===== config.mk =====
export PLATFORM = sky130hd
export DESIGN_NAME = mio_bus_responder
export DESIGN_NICKNAME = d
export VERILOG_FILES = /design/src/rtl/mio_pkg.sv /design/src/rtl/mio_timer.sv /design/src/rtl/mio_bus_responder.sv
export SDC_FILE = /design/constraint.sdc
export NUM_CORES = 1
export LEC_CHECK = 0
export ABC_AREA = 1
export BUFFER_PORTS_ARGS = -buffer_cell sky130_fd_sc_hd__buf_2
export CAP_MARGIN = 0
export CORE_MARGIN = 2
export CORE_UTILIZATION = 55
export DETAILED_ROUTE_END_ITERATION = 12
export GPL_TIMING_DRIVEN = 1
export MAX_ROUTING_LAYER = met4
export PLACE_DENSITY = 0.89
export SLEW_MARGIN = 25
export SYNTH_ARGS = -nofsm -noshare
export SYNTH_HDL_FRONTEND = slang
export SYNTH_HIERARCHICAL = 1
export SYNTH_SLANG_ARGS = --single-unit
export TNS_END_PERCENT = 20

===== constraint.sdc =====
create_clock -name clk_i -period 4.7 [get_ports clk_i]
set_clock_uncertainty 0.05 [all_clocks]
set_input_delay 0.705 -clock clk_i [delete_from_list [all_inputs] [get_ports clk_i]]
set_output_delay 0.705 -clock clk_i [all_outputs]
set_load 0.05 [all_outputs]

===== src/rtl/mio_pkg.sv =====
// Shared address map, CTRL bit positions, FSM and region encodings for the MIO responder.
package mio_pkg;

  localparam logic [31:0] LedAddr  = 32'hE000_0000;
  localparam logic [31:0] SwAddr   = 32'hE000_0004;
  localparam logic [31:0] CntAddr  = 32'hF000_0000;
  localparam logic [31:0] CmpAddr  = 32'hF000_0004;
  localparam logic [31:0] CtrlAddr = 32'hF000_0008;

  localparam int unsigned CtrlEnBit   = 0;
  localparam int unsigned CtrlPendBit = 1;
  localparam int unsigned CtrlIeBit   = 2;

  typedef enum logic [1:0] {StIdle, StAccess, StWait, StResp} mio_state_e;

  typedef enum logic [2:0] {
    RegRam, RegLed, RegSw, RegCnt, RegCmp, RegCtrl, RegNone
  } mio_region_e;

  // Address bits [1:0] never take part in the decode.
  function automatic mio_region_e mio_decode(input logic [31:0] addr,
                                             input int unsigned ram_aw);
    logic [31:0] word;
    word = {addr[31:2], 2'b00};
    if ((addr >> (ram_aw + 32'd2)) == 32'd0) return RegRam;
    if (word == LedAddr)  return RegLed;
    if (word == SwAddr)   return RegSw;
    if (word == CntAddr)  return RegCnt;
    if (word == CmpAddr)  return RegCmp;
    if (word == CtrlAddr) return RegCtrl;
    return RegNone;
  endfunction

endpackage


===== src/rtl/mio_timer.sv =====
// Free-running timer: CNT/CMP/CTRL registers, compare match, sticky pending and registered INT.
module mio_timer import mio_pkg::*; (
  input  logic        clk_i,
  input  logic        rst_ni,
  input  logic        cnt_we_i,
  input  logic        cmp_we_i,
  input  logic        ctrl_we_i,
  input  logic [31:0] wdata_i,
  output logic [31:0] cnt_o,
  output logic [31:0] cmp_o,
  output logic [31:0] ctrl_o,
  output logic        int_o
);

  logic [31:0] cnt_q, cnt_d;
  logic [31:0] cmp_q, cmp_d;
  logic        en_q, en_d;
  logic        ie_q, ie_d;
  logic        pend_q, pend_d;
  logic        int_q, int_d;
  logic        match;

  // Match looks at the pre-increment count, so each CNT==CMP value is seen once.
  assign match = en_q && (cnt_q == cmp_q);

  // Next-state: a CNT write beats the increment; a new match beats a W1C of pending.
  always_comb begin
    cnt_d  = cnt_q;
    cmp_d  = cmp_q;
    en_d   = en_q;
    ie_d   = ie_q;
    pend_d = pend_q;
    if (cnt_we_i) begin
      cnt_d = wdata_i;
    end else if (en_q) begin
      cnt_d = cnt_q + 32'd1;
    end
    if (cmp_we_i) cmp_d = wdata_i;
    if (ctrl_we_i) begin
      en_d = wdata_i[CtrlEnBit];
      ie_d = wdata_i[CtrlIeBit];
      if (wdata_i[CtrlPendBit]) pend_d = 1'b0;
    end
    if (match) pend_d = 1'b1;
    int_d = pend_d & ie_d;
  end

  // Timer state registers.
  always_ff @(posedge clk_i or negedge rst_ni) begin
    if (!rst_ni) begin
      cnt_q  <= 32'd0;
      cmp_q  <= 32'hFFFF_FFFF;
      en_q   <= 1'b0;
      ie_q   <= 1'b0;
      pend_q <= 1'b0;
      int_q  <= 1'b0;
    end else begin
      cnt_q  <= cnt_d;
      cmp_q  <= cmp_d;
      en_q   <= en_d;
      ie_q   <= ie_d;
      pend_q <= pend_d;
      int_q  <= int_d;
    end
  end

  // CTRL read view.
  always_comb begin
    ctrl_o              = '0;
    ctrl_o[CtrlEnBit]   = en_q;
    ctrl_o[CtrlPendBit] = pend_q;
    ctrl_o[CtrlIeBit]   = ie_q;
  end

  assign cnt_o = cnt_q;
  assign cmp_o = cmp_q;
  assign int_o = int_q;

endmodule


===== src/rtl/mio_bus_responder.sv =====
// MIO bus responder: decodes CPU requests to word RAM, LED/switch port or timer and
// returns a one-cycle ready pulse with load data.
module mio_bus_responder import mio_pkg::*; #(
  parameter int unsigned RAM_AW      = 10,
  parameter int unsigned WAIT_CYCLES = 0,
  parameter int unsigned IO_W        = 16
) (
  input  logic              clk_i,
  input  logic              rst_ni,
  input  logic              cpu_req_i,
  input  logic              cpu_we_i,
  input  logic [31:0]       cpu_addr_i,
  input  logic [31:0]       cpu_wdata_i,
  output logic [31:0]       cpu_rdata_o,
  output logic              cpu_ready_o,
  output logic              ram_en_o,
  output logic              ram_we_o,
  output logic [RAM_AW-1:0] ram_addr_o,
  output logic [31:0]       ram_wdata_o,
  input  logic [31:0]       ram_rdata_i,
  input  logic [IO_W-1:0]   sw_i,
  output logic [IO_W-1:0]   led_o,
  output logic              timer_int_o
);

  localparam logic [3:0] WaitLast = 4'(WAIT_CYCLES);

  mio_state_e        state_q, state_d;
  mio_region_e       region_q;
  logic              we_q;
  logic [RAM_AW-1:0] waddr_q;
  logic [31:0]       wdata_q;
  logic [3:0]        wait_q, wait_d;
  logic [31:0]       rdata_q, rdata_d;
  logic [IO_W-1:0]   led_q, led_d;
  logic [IO_W-1:0]   sw_meta_q, sw_sync_q;
  logic [31:0]       io_rdata;
  logic              io_wr;
  logic [31:0]       tmr_cnt, tmr_cmp, tmr_ctrl;

  assign io_wr = (state_q == StAccess) && we_q;

  mio_timer u_timer (
    .clk_i     (clk_i),
    .rst_ni    (rst_ni),
    .cnt_we_i  (io_wr && (region_q == RegCnt)),
    .cmp_we_i  (io_wr && (region_q == RegCmp)),
    .ctrl_we_i (io_wr && (region_q == RegCtrl)),
    .wdata_i   (wdata_q),
    .cnt_o     (tmr_cnt),
    .cmp_o     (tmr_cmp),
    .ctrl_o    (tmr_ctrl),
    .int_o     (timer_int_o)
  );

  // I/O read mux; unmapped and RAM regions read as zero here.
  always_comb begin
    io_rdata = '0;
    case (region_q)
      RegLed:  io_rdata[IO_W-1:0] = led_q;
      RegSw:   io_rdata[IO_W-1:0] = sw_sync_q;
      RegCnt:  io_rdata = tmr_cnt;
      RegCmp:  io_rdata = tmr_cmp;
      RegCtrl: io_rdata = tmr_ctrl;
      default: io_rdata = '0;
    endcase
  end

  // FSM next-state, wait counter, read-data capture and LED update.
  always_comb begin
    state_d = state_q;
    wait_d  = wait_q;
    rdata_d = rdata_q;
    led_d   = led_q;
    unique case (state_q)
      StIdle: begin
        if (cpu_req_i) state_d = StAccess;
      end
      StAccess: begin
        wait_d = 4'd0;
        if (region_q == RegRam) begin
          state_d = StWait;
        end else begin
          state_d = StResp;
          if (!we_q) rdata_d = io_rdata;
          if (we_q && (region_q == RegLed)) led_d = wdata_q[IO_W-1:0];
        end
      end
      StWait: begin
        if (wait_q == WaitLast) begin
          state_d = StResp;
          if (!we_q) rdata_d = ram_rdata_i;
        end else begin
          wait_d = wait_q + 4'd1;
        end
      end
      StResp: begin
        state_d = StIdle;
      end
      default: state_d = StIdle;
    endcase
  end

  // State, request latch and I/O registers.
  always_ff @(posedge clk_i or negedge rst_ni) begin
    if (!rst_ni) begin
      state_q  <= StIdle;
      region_q <= RegNone;
      we_q     <= 1'b0;
      waddr_q  <= '0;
      wdata_q  <= 32'd0;
      wait_q   <= 4'd0;
      rdata_q  <= 32'd0;
      led_q    <= '0;
    end else begin
      state_q <= state_d;
      wait_q  <= wait_d;
      rdata_q <= rdata_d;
      led_q   <= led_d;
      if ((state_q == StIdle) && cpu_req_i) begin
        region_q <= mio_decode(cpu_addr_i, RAM_AW);
        we_q     <= cpu_we_i;
        waddr_q  <= cpu_addr_i[RAM_AW+1:2];
        wdata_q  <= cpu_wdata_i;
      end
    end
  end

  // Two-flop synchroniser for the asynchronous switch inputs.
  always_ff @(posedge clk_i or negedge rst_ni) begin
    if (!rst_ni) begin
      sw_meta_q <= '0;
      sw_sync_q <= '0;
    end else begin
      sw_meta_q <= sw_i;
      sw_sync_q <= sw_meta_q;
    end
  end

  assign cpu_ready_o = (state_q == StResp);
  assign cpu_rdata_o = rdata_q;
  assign ram_en_o    = (state_q == StAccess) && (region_q == RegRam);
  assign ram_we_o    = ram_en_o && we_q;
  assign ram_addr_o  = waddr_q;
  assign ram_wdata_o = wdata_q;
  assign led_o       = led_q;

endmodule


==> results by stage, run 1 <==
STA:
- The post-layout worst setup margin is 1.47 ns.
- In the final timing run, aggregate negative setup slack is 0 ns.
- The tightest slew margin relative to the limit is 0.464.
- The fmax is 310 MHz.
- The number of max-slew violations in the final report is 0.
- Setup violations remaining at the end of the flow were counted as 0.
- The worst hold slack is 0.294 ns.
- The hold violation total from the final report is 0.
- The slew at the pin closest to its max-slew limit is 0.804 ns.
- Setup repair after global routing left no endpoint under its margin.
- In the finished design, the share of the clock period the worst path needs comes to 0.687.
- The smallest clock period supported by the final layout is computed as 3.23 ns.

CTS:
- The number of post-CTS setup repair buffers is 0.
- The root buffer cell is sky130_fd_sc_hd__clkbuf_16.
- The number of hold buffers added after CTS was 0.
- Clock tree synthesis found a total of 200 sinks.
- The H-tree depth reported by CTS is 4.
- The maximum buffer depth of the clock tree is 2.
- After clock tree synthesis, the clock-pin slew on the worst setup and hold paths is 0.08 ns.
- The number of clock buffers added by TritonCTS is 17.
- The clock tree from TritonCTS is yes.
- The post-cts gate resize count is 0.
- At the later pin of the worst-skew pair, clock insertion delay measures 0.45 ns.

Drt:
- The total detailed-routing wirelength is 26,800 um.
- After detailed routing, the number of vias per cell comes to 5.24.
- The routed length per placed instance is 14.8 um.
- The first routing iteration left 708 violations.
- The number of antenna-violating nets in the routed design is 0.
- The routed via count is 9,469.
- The number of optimization iterations in the first detailed-route pass is 6.
- For this run, design rule violations remaining after detail routing come to 0.

Synth:
- The number of synthesis warnings is 6.
- For this run, the register share of the synthesized area comes to 0.477.
- Of the total synthesized cell area, the portion taken by AND, OR, NAND and NOR gates is 0.288.
- Of the total synthesized cell area, the portion taken by full adders, half adders and majority gates is 0.00946.
- After synthesis, the largest family of logic cells by area is simple AND/OR/NAND/NOR gates.
- Summing every instance area after synthesis gives 10,600 um2.
- The portion of netlist area occupied by mux cells is 0.0106.
- The xor/xnor cell area share of the yosys netlist is 0.0265.
- The compound-cell area share of the yosys netlist is 0.0929.
- In this run, synthesis produced a sequential element count of 200.
- The number of distinct standard cells referenced by the synthesized netlist is 37.
- In the synthesized netlist, the number of instances is 1,381.
- The mean instance size in the synthesized netlist is 7.66 um2.

Global routing:
- The largest net degree at the start of global routing is 103.
- The initial antenna violation count is 0.
- The via count of the first global-routing pass is 9,260.
- For this run the aggregate overflow at the end of global routing stands at 0.
- The global-route wire length before repair is 44,200 um.
- In the global route stage, overall resource usage came out at 0.281.

Power:
- The analysis attributes to cell leakage a power of 6.14 nW.
- For this design the ratio of total power to cell area is 589 nW/um2.
- VDD sags by at most 0.332 mV.
- Total power for the finished layout comes to 7.21 mW.

Cells and area:
- The share of layout cells above drive strength 1 is 0.217.
- The final core area utilization is 0.652.
- The final design area excluding fillers is 12,200 um2.
- After the flow finishes, the layout carries non-filler instances totaling 1,808.
- The post-synthesis to final-layout area growth is 15.7%.
- Summing all flip-flop and latch instances after layout gives 5050 um2.
- The repair_antennas step left the layout with diodes totalling 0.
- The filler cells instantiated in the layout total 1,555.
- The number of nets in the finished design is 1,685.
- The multi-input logic area is 4650 um2.

Setup path:
- The slack of the worst reg-to-reg path is 1.47 ns.
- The worst register-to-register path begins at state_q[0].
- The number of cells on the worst reg-to-reg path is 10.
- STA puts the critical path data arrival time at 3.56 ns.
- The endpoint kind of the worst setup timing path is a flop.
- The critical register-to-register path endpoint is cpu_rdata_o[10].
- STA classifies the critical path startpoint as a flop.
- The endpoint required time on the critical path is 5.03 ns.
- The maximum net fanout on the critical path is 50.
- The worst setup path is of the flop to flop kind.

Placed design:
- At the end of routability-driven placement, the weighted congestion stood at 0.974.
- The number of placed instances with taps included is 1,776.
- The total placed instance area is 11,600 um2.
- Prior to clock tree synthesis, the placed netlist has a worst setup slack of 1.56 ns.
- In this run the tool buffered the top-level ports with 207 buffer cells.
- The half-perimeter wire length after placement is 18,600 um.

Floorplan:
- The initial utilization of the core area, before any placement, comes to 0.564.
- In this run the core area contains 50 standard-cell rows.
- The die covers 20,400 um2.
- The core region is 18,800 um2.
- The die span in x is 143 um.
- The boundary pin count is 210.
- The die height is 143 um.

Run:
- Max-cap violations in this run came to 0.

Run status:
- The flow ran to the end, and the final reports show no timing, DRC or antenna violations.

Min path:
- The type of the most critical hold path is input port to async pin.
state kept, by name (all words and copies together) (netlist names), 2 cells and up:
name	count
sw_sync_q	16
cpu_rdata_o	32
region_q	3
u_timer/cmp_o	32
u_timer/cnt_o	32
ram_addr_o	10
ram_wdata_o	32
sw_meta_q	16
wait_q	4
led_o	16
state_q	2
worst max path at each step:
stage / startpoint / cells after the start / end
final: state_q[0] / 10 / cpu_rdata_o[10]
after detailed placement: state_q[0] / 10 / cpu_rdata_o[3]
after CTS: state_q[0] / 10 / cpu_rdata_o[10]
after floorplan: state_q[1] / 4 / ram_we_o
after global placement: state_q[0] / 10 / cpu_rdata_o[12]
after global routing: state_q[0] / 10 / cpu_rdata_o[10]
layout by cell type, fill, tap and decap left out, drive strengths merged:
| master | synthesis | layout |
|---|---|---|
| a21oi | 38 | 38 |
| a22oi | 20 | 20 |
| buf | 63 | 216 |
| bufinv | 0 | 1 |
| clkbuf | 21 | 18 |
| clkinv | 1 | 7 |
| clkinvlp | 0 | 1 |
| conb | 1 | 29 |
| dfrtp | 166 | 166 |
| dfstp | 34 | 34 |
| ha | 8 | 8 |
| inv | 136 | 143 |
| mux2 | 10 | 10 |
| nand2 | 507 | 507 |
| nand3 | 61 | 61 |
| nand4 | 21 | 21 |
| nor2 | 127 | 127 |
| nor3 | 14 | 14 |
| o211ai | 5 | 5 |
| o21ai | 109 | 109 |
| o221ai | 4 | 4 |
| o22ai | 2 | 2 |
| or2 | 1 | 1 |
| xnor2 | 13 | 13 |
| xor2 | 19 | 19 |
final cells by class:
class | instances | share of cell area
tap | 234 | 0.0239
clock buffer | 17 | 0.0348
timing repair buffer | 217 | 0.0925
sequential | 200 | 0.412
clock inverter | 15 | 0.0146
inverter | 137 | 0.0420
multi-input combinational | 988 | 0.380
synth_stat cells, drive strengths merged:
library cell | count | area, um2
buf | 63 | 413
o211ai | 5 | 37.5
nor2 | 127 | 551
nand2 | 507 | 1930
dfrtp | 166 | 4150
clkbuf | 21 | 78.8
xor2 | 19 | 166
clkinv | 1 | 3.75
a21oi | 38 | 190
inv | 136 | 510
ha | 8 | 100
nor3 | 14 | 100
dfstp | 34 | 893
a22oi | 20 | 150
conb | 1 | 3.75
o221ai | 4 | 35.0
or2 | 1 | 6.26
xnor2 | 13 | 114
o22ai | 2 | 12.5
nand4 | 21 | 138
nand3 | 61 | 318
o21ai | 109 | 557
mux2 | 10 | 113
per-layer routing:
| metal | track usage | wire [um] | vias up |
|---|---|---|---|
| met5 | - | 0 | - |
| met4 | 0.109 | 778 | 0 |
| met3 | 0.0483 | 1660 | 68 |
| met2 | 0.460 | 13100 | 378 |
| met1 | 0.352 | 11300 | 4379 |
| li1 | - | - | 4644 |
logic make-up (layout without fill, tap and decap cells):
family | Yosys count | after routing
simple gates | 731 | 731
buf+inv | 221 | 386
flops | 200 | 200
compound gates | 178 | 178
xor+xnor | 32 | 32
mux | 10 | 10
fa+ha+maj | 8 | 8
other cells | 1 | 29
where the power goes:
| part | leakage (nW) | internal (mW) | switching, mW | total (mW) |
|---|---|---|---|---|
| clock network | 0.295 | 0.763 | 0.726 | 1.49 |
| registers | 2.48 | 2.27 | 0.402 | 2.67 |
| logic | 3.37 | 0.768 | 2.28 | 3.05 |
worst max-delay path, stage by stage, from the launching register on:
cell                      delay (ns)
sky130_fd_sc_hd__dfrtp_1        0.42
sky130_fd_sc_hd__inv_1          0.14
sky130_fd_sc_hd__ha_1           0.69
sky130_fd_sc_hd__inv_1          0.09
sky130_fd_sc_hd__buf_4          0.33
sky130_fd_sc_hd__nand2_1        0.16
sky130_fd_sc_hd__nand4_2        0.46
sky130_fd_sc_hd__buf_4          0.44
sky130_fd_sc_hd__nor2_1         0.14
sky130_fd_sc_hd__o21ai_0        0.11
sky130_fd_sc_hd__nand2_1        0.12
Note: power is estimated with default switching activity, not from simulation.
==> run 2: changes to the inputs <==
- clock period: 4.7 -> 3.05 ns (I/O delays scaled with it)
==> results by stage, run 2 (same netlist as run 1, synthesis figures left out) <==
Run status:
- The run finished with clean final reports.

CTS:
- Once the clock tree was built, the resizer swapped 0 gates to a different size.
- TritonCTS built the clock tree.
- Clock latency on the worst-skew pair, taken at its later pin, is 0.45 ns.
- The number of post-CTS setup repair buffers is 0.
- The maximum buffer depth of the clock tree is 2.
- The clock-pin slew of the registers on the worst-case setup and hold paths is 0.08 ns.
- The cell sitting at the root of the clock tree is a sky130_fd_sc_hd__clkbuf_16.
- The number of sinks driven by the clock tree is 200.
- The H-tree depth reported by CTS is 4.
- Counting the buffers created by CTS gives 17.

Setup path:
- The largest single stage delay on the critical path is 0.50 ns.
- Of all nets on the critical path, the largest fanout is 32.
- The kind of cell with the highest combined delay along the critical path is simple AND/OR/NAND/NOR gates.
- The beginning of the worst register-to-register path is state_q[0].
- The data arrival time of the critical path is 2.83 ns.
- The number of buffer and inverter stages on the critical path is 3.
- The critical register-to-register path endpoint is cpu_rdata_o[0].
- The library cell appearing most often on the critical path is sky130_fd_sc_hd__nand2_1.
- The endpoint required time on the critical path is 3.39 ns.
- STA classifies the critical path endpoint as a flop.
- Across all register-to-register paths, the minimum setup slack is 0.56 ns.
- STA classifies the critical path startpoint as a flop.
- The critical path goes through inv_1 > ha_1 > buf_4 > nand2_1 > nand4_2 > buf_12 > nor2_1 > o21ai_0 > nand2_1.
- Measured in cells, the most critical reg-to-reg path has a length of 9.
- The critical path class is flop to flop.
- In this run the number of cells on the critical path is 9.
- The cell with the biggest individual delay on the critical path is sky130_fd_sc_hd__nand4_2.

Run:
- Across the run, the number of max-cap violations was 0.

Cells and area:
- The antenna diode count is 0.
- The finished cells cover 12,400 um2.
- The final core area utilization is 0.659.
- The post-synthesis to final-layout area growth is 16.8%.
- Leaving out fill and tap cells, the most frequent cell in the layout is sky130_fd_sc_hd__nand2_1.
- In the layout the commonest cells are sky130_fd_sc_hd__nand2_1, sky130_fd_sc_hd__buf_2, sky130_fd_sc_hd__dfrtp_1, sky130_fd_sc_hd__inv_1, sky130_fd_sc_hd__nor2_1.
- The number of standard cells in the layout, taps in and fillers out is 1,818.
- After filler insertion, the fill cell instance count of the layout stands at 1,557.
- For this run, the post-layout net count is 1,695.
- Of the cells placed in the final design, the portion with a size suffix greater than 1 is 0.219.

STA:
- The post-layout worst setup margin is 0.561 ns.
- The hold violation total from the final report is 0.
- In the finished design, the share of the clock period the worst path needs comes to 0.816.
- The setup TNS is 0 ns.
- The fmax is 402 MHz.
- Setup repair after global routing left no endpoint under its margin.
- Setup violations remaining at the end of the flow were counted as 0.
- The tightest slew margin relative to the limit is 0.482.
- The worst hold slack is 0.0606 ns.
- For the pin with the worst max-slew slack, the measured transition is 0.777 ns.
- The routed design could run at a clock period as short as 2.49 ns.
- The number of max-slew violations in the final report is 0.

Drt:
- The routed length per placed instance is 14.7 um.
- For this block, the via count after detailed routing is 9,518.
- Dividing the detail-routed via count by the number of cells gives 5.24.
- The first detailed-routing pass took 5 iterations.
- The number of design rule violations left after detail routing is 0.
- The number of antenna-violating nets in the routed design is 0.
- The first routing iteration left 755 violations.
- For this block, the routed nets add up to 26,700 um of wire.

Placed design:
- After legalization and detailed placement, the total HPWL measured 19,100 um.
- The final weighted congestion in routability-driven placement is 0.942.
- The placed instances occupy a cell area of 11,700 um2.
- The number of buffers inserted by port buffering is 207.
- Counting tap cells, the placed design contains a total of 1,785 instances.
- The worst slack after detailed placement is 0.352 ns.

Power:
- The overall power of the completed layout is 11.3 mW.
- VDD sags by at most 0.496 mV.
- The power per cell area is 911 nW/um2.
- The analysis attributes to cell leakage a power of 6.21 nW.

Global routing:
- The global-route wire length before repair is 43,700 um.
- Entering global routing, the biggest net connects 73 pins.
- Across every metal layer, demand over resource in global routing totals 0.278.
- The via count of the first global-routing pass is 9,275.
- The aggregate global routing overflow is 0.
- The initial antenna violation count is 0.

Min path:
- The type of the most critical hold path is input port to flop.
- For hold timing, the worst endpoint is sw_meta_q[15].
- The startpoint of the lowest-slack hold path is sw_i[15].
- The hold path depth is 1.

Floorplan:
- The die covers 20,400 um2.
- The die height is 143 um.
- After floorplanning, the core was divided into 50 placement rows.
- The initial utilization of the core area, before any placement, comes to 0.564.
- The standard cell core area is 18,800 um2.
- The floorplan step set the die width to 143 um.
- The boundary pin count is 210.
## run 2: area by class of cell
cell class                      instances  area, um2  area share
Sequential cell                       200       5050       0.408
Timing Repair Buffer                  227       1220      0.0989
Multi-Input combinational cell        988       4640       0.376
Tap cell                              234        293      0.0237
Clock inverter                         14        201      0.0163
Inverter                              137        514      0.0416
Clock buffer                           18        439      0.0355
## run 2: report_power, final
part           leakage, nW  total, mW  switching (mW)  internal [mW]
registers             2.48       4.10           0.597           3.50
logic                 3.42       4.76            3.53           1.23
clock network        0.311       2.41            1.12           1.29
## run 2: metal layers
layer | global-route usage | wire, um | vias to the layer above
met4 | 0.119 | 724 | 0
met3 | 0.0436 | 1480 | 56
met5 | - | 0 | -
met1 | 0.343 | 11500 | 4450
met2 | 0.458 | 13100 | 342
li1 | - | - | 4670
## run 2: worst reg2reg max path: stages, from the launching register on
cell	delay, ns
sky130_fd_sc_hd__dfrtp_1	0.41
sky130_fd_sc_hd__inv_1	0.12
sky130_fd_sc_hd__ha_1	0.22
sky130_fd_sc_hd__buf_4	0.20
sky130_fd_sc_hd__nand2_1	0.19
sky130_fd_sc_hd__nand4_2	0.50
sky130_fd_sc_hd__buf_12	0.39
sky130_fd_sc_hd__nor2_1	0.16
sky130_fd_sc_hd__o21ai_0	0.12
sky130_fd_sc_hd__nand2_1	0.07
## run 2: what timing repair did
item,4_1_cts,5_1_grt
endpoints found under the setup margin,0,0
hold buffers,1,0
endpoints found under the hold margin,17,0
## run 2: worst max-delay path by stage
stage                          start                 to  slack (ns)
after floorplan           state_q[1]           ram_we_o        1.05
after global routing      state_q[0]    cpu_rdata_o[10]        0.39
final                     state_q[0]     cpu_rdata_o[0]        0.56
after detailed placement  state_q[1]  u_timer/cnt_o[10]        0.35
after CTS                 state_q[1]  u_timer/cnt_o[10]        0.24
after global placement    state_q[1]  u_timer/cnt_o[10]        0.43
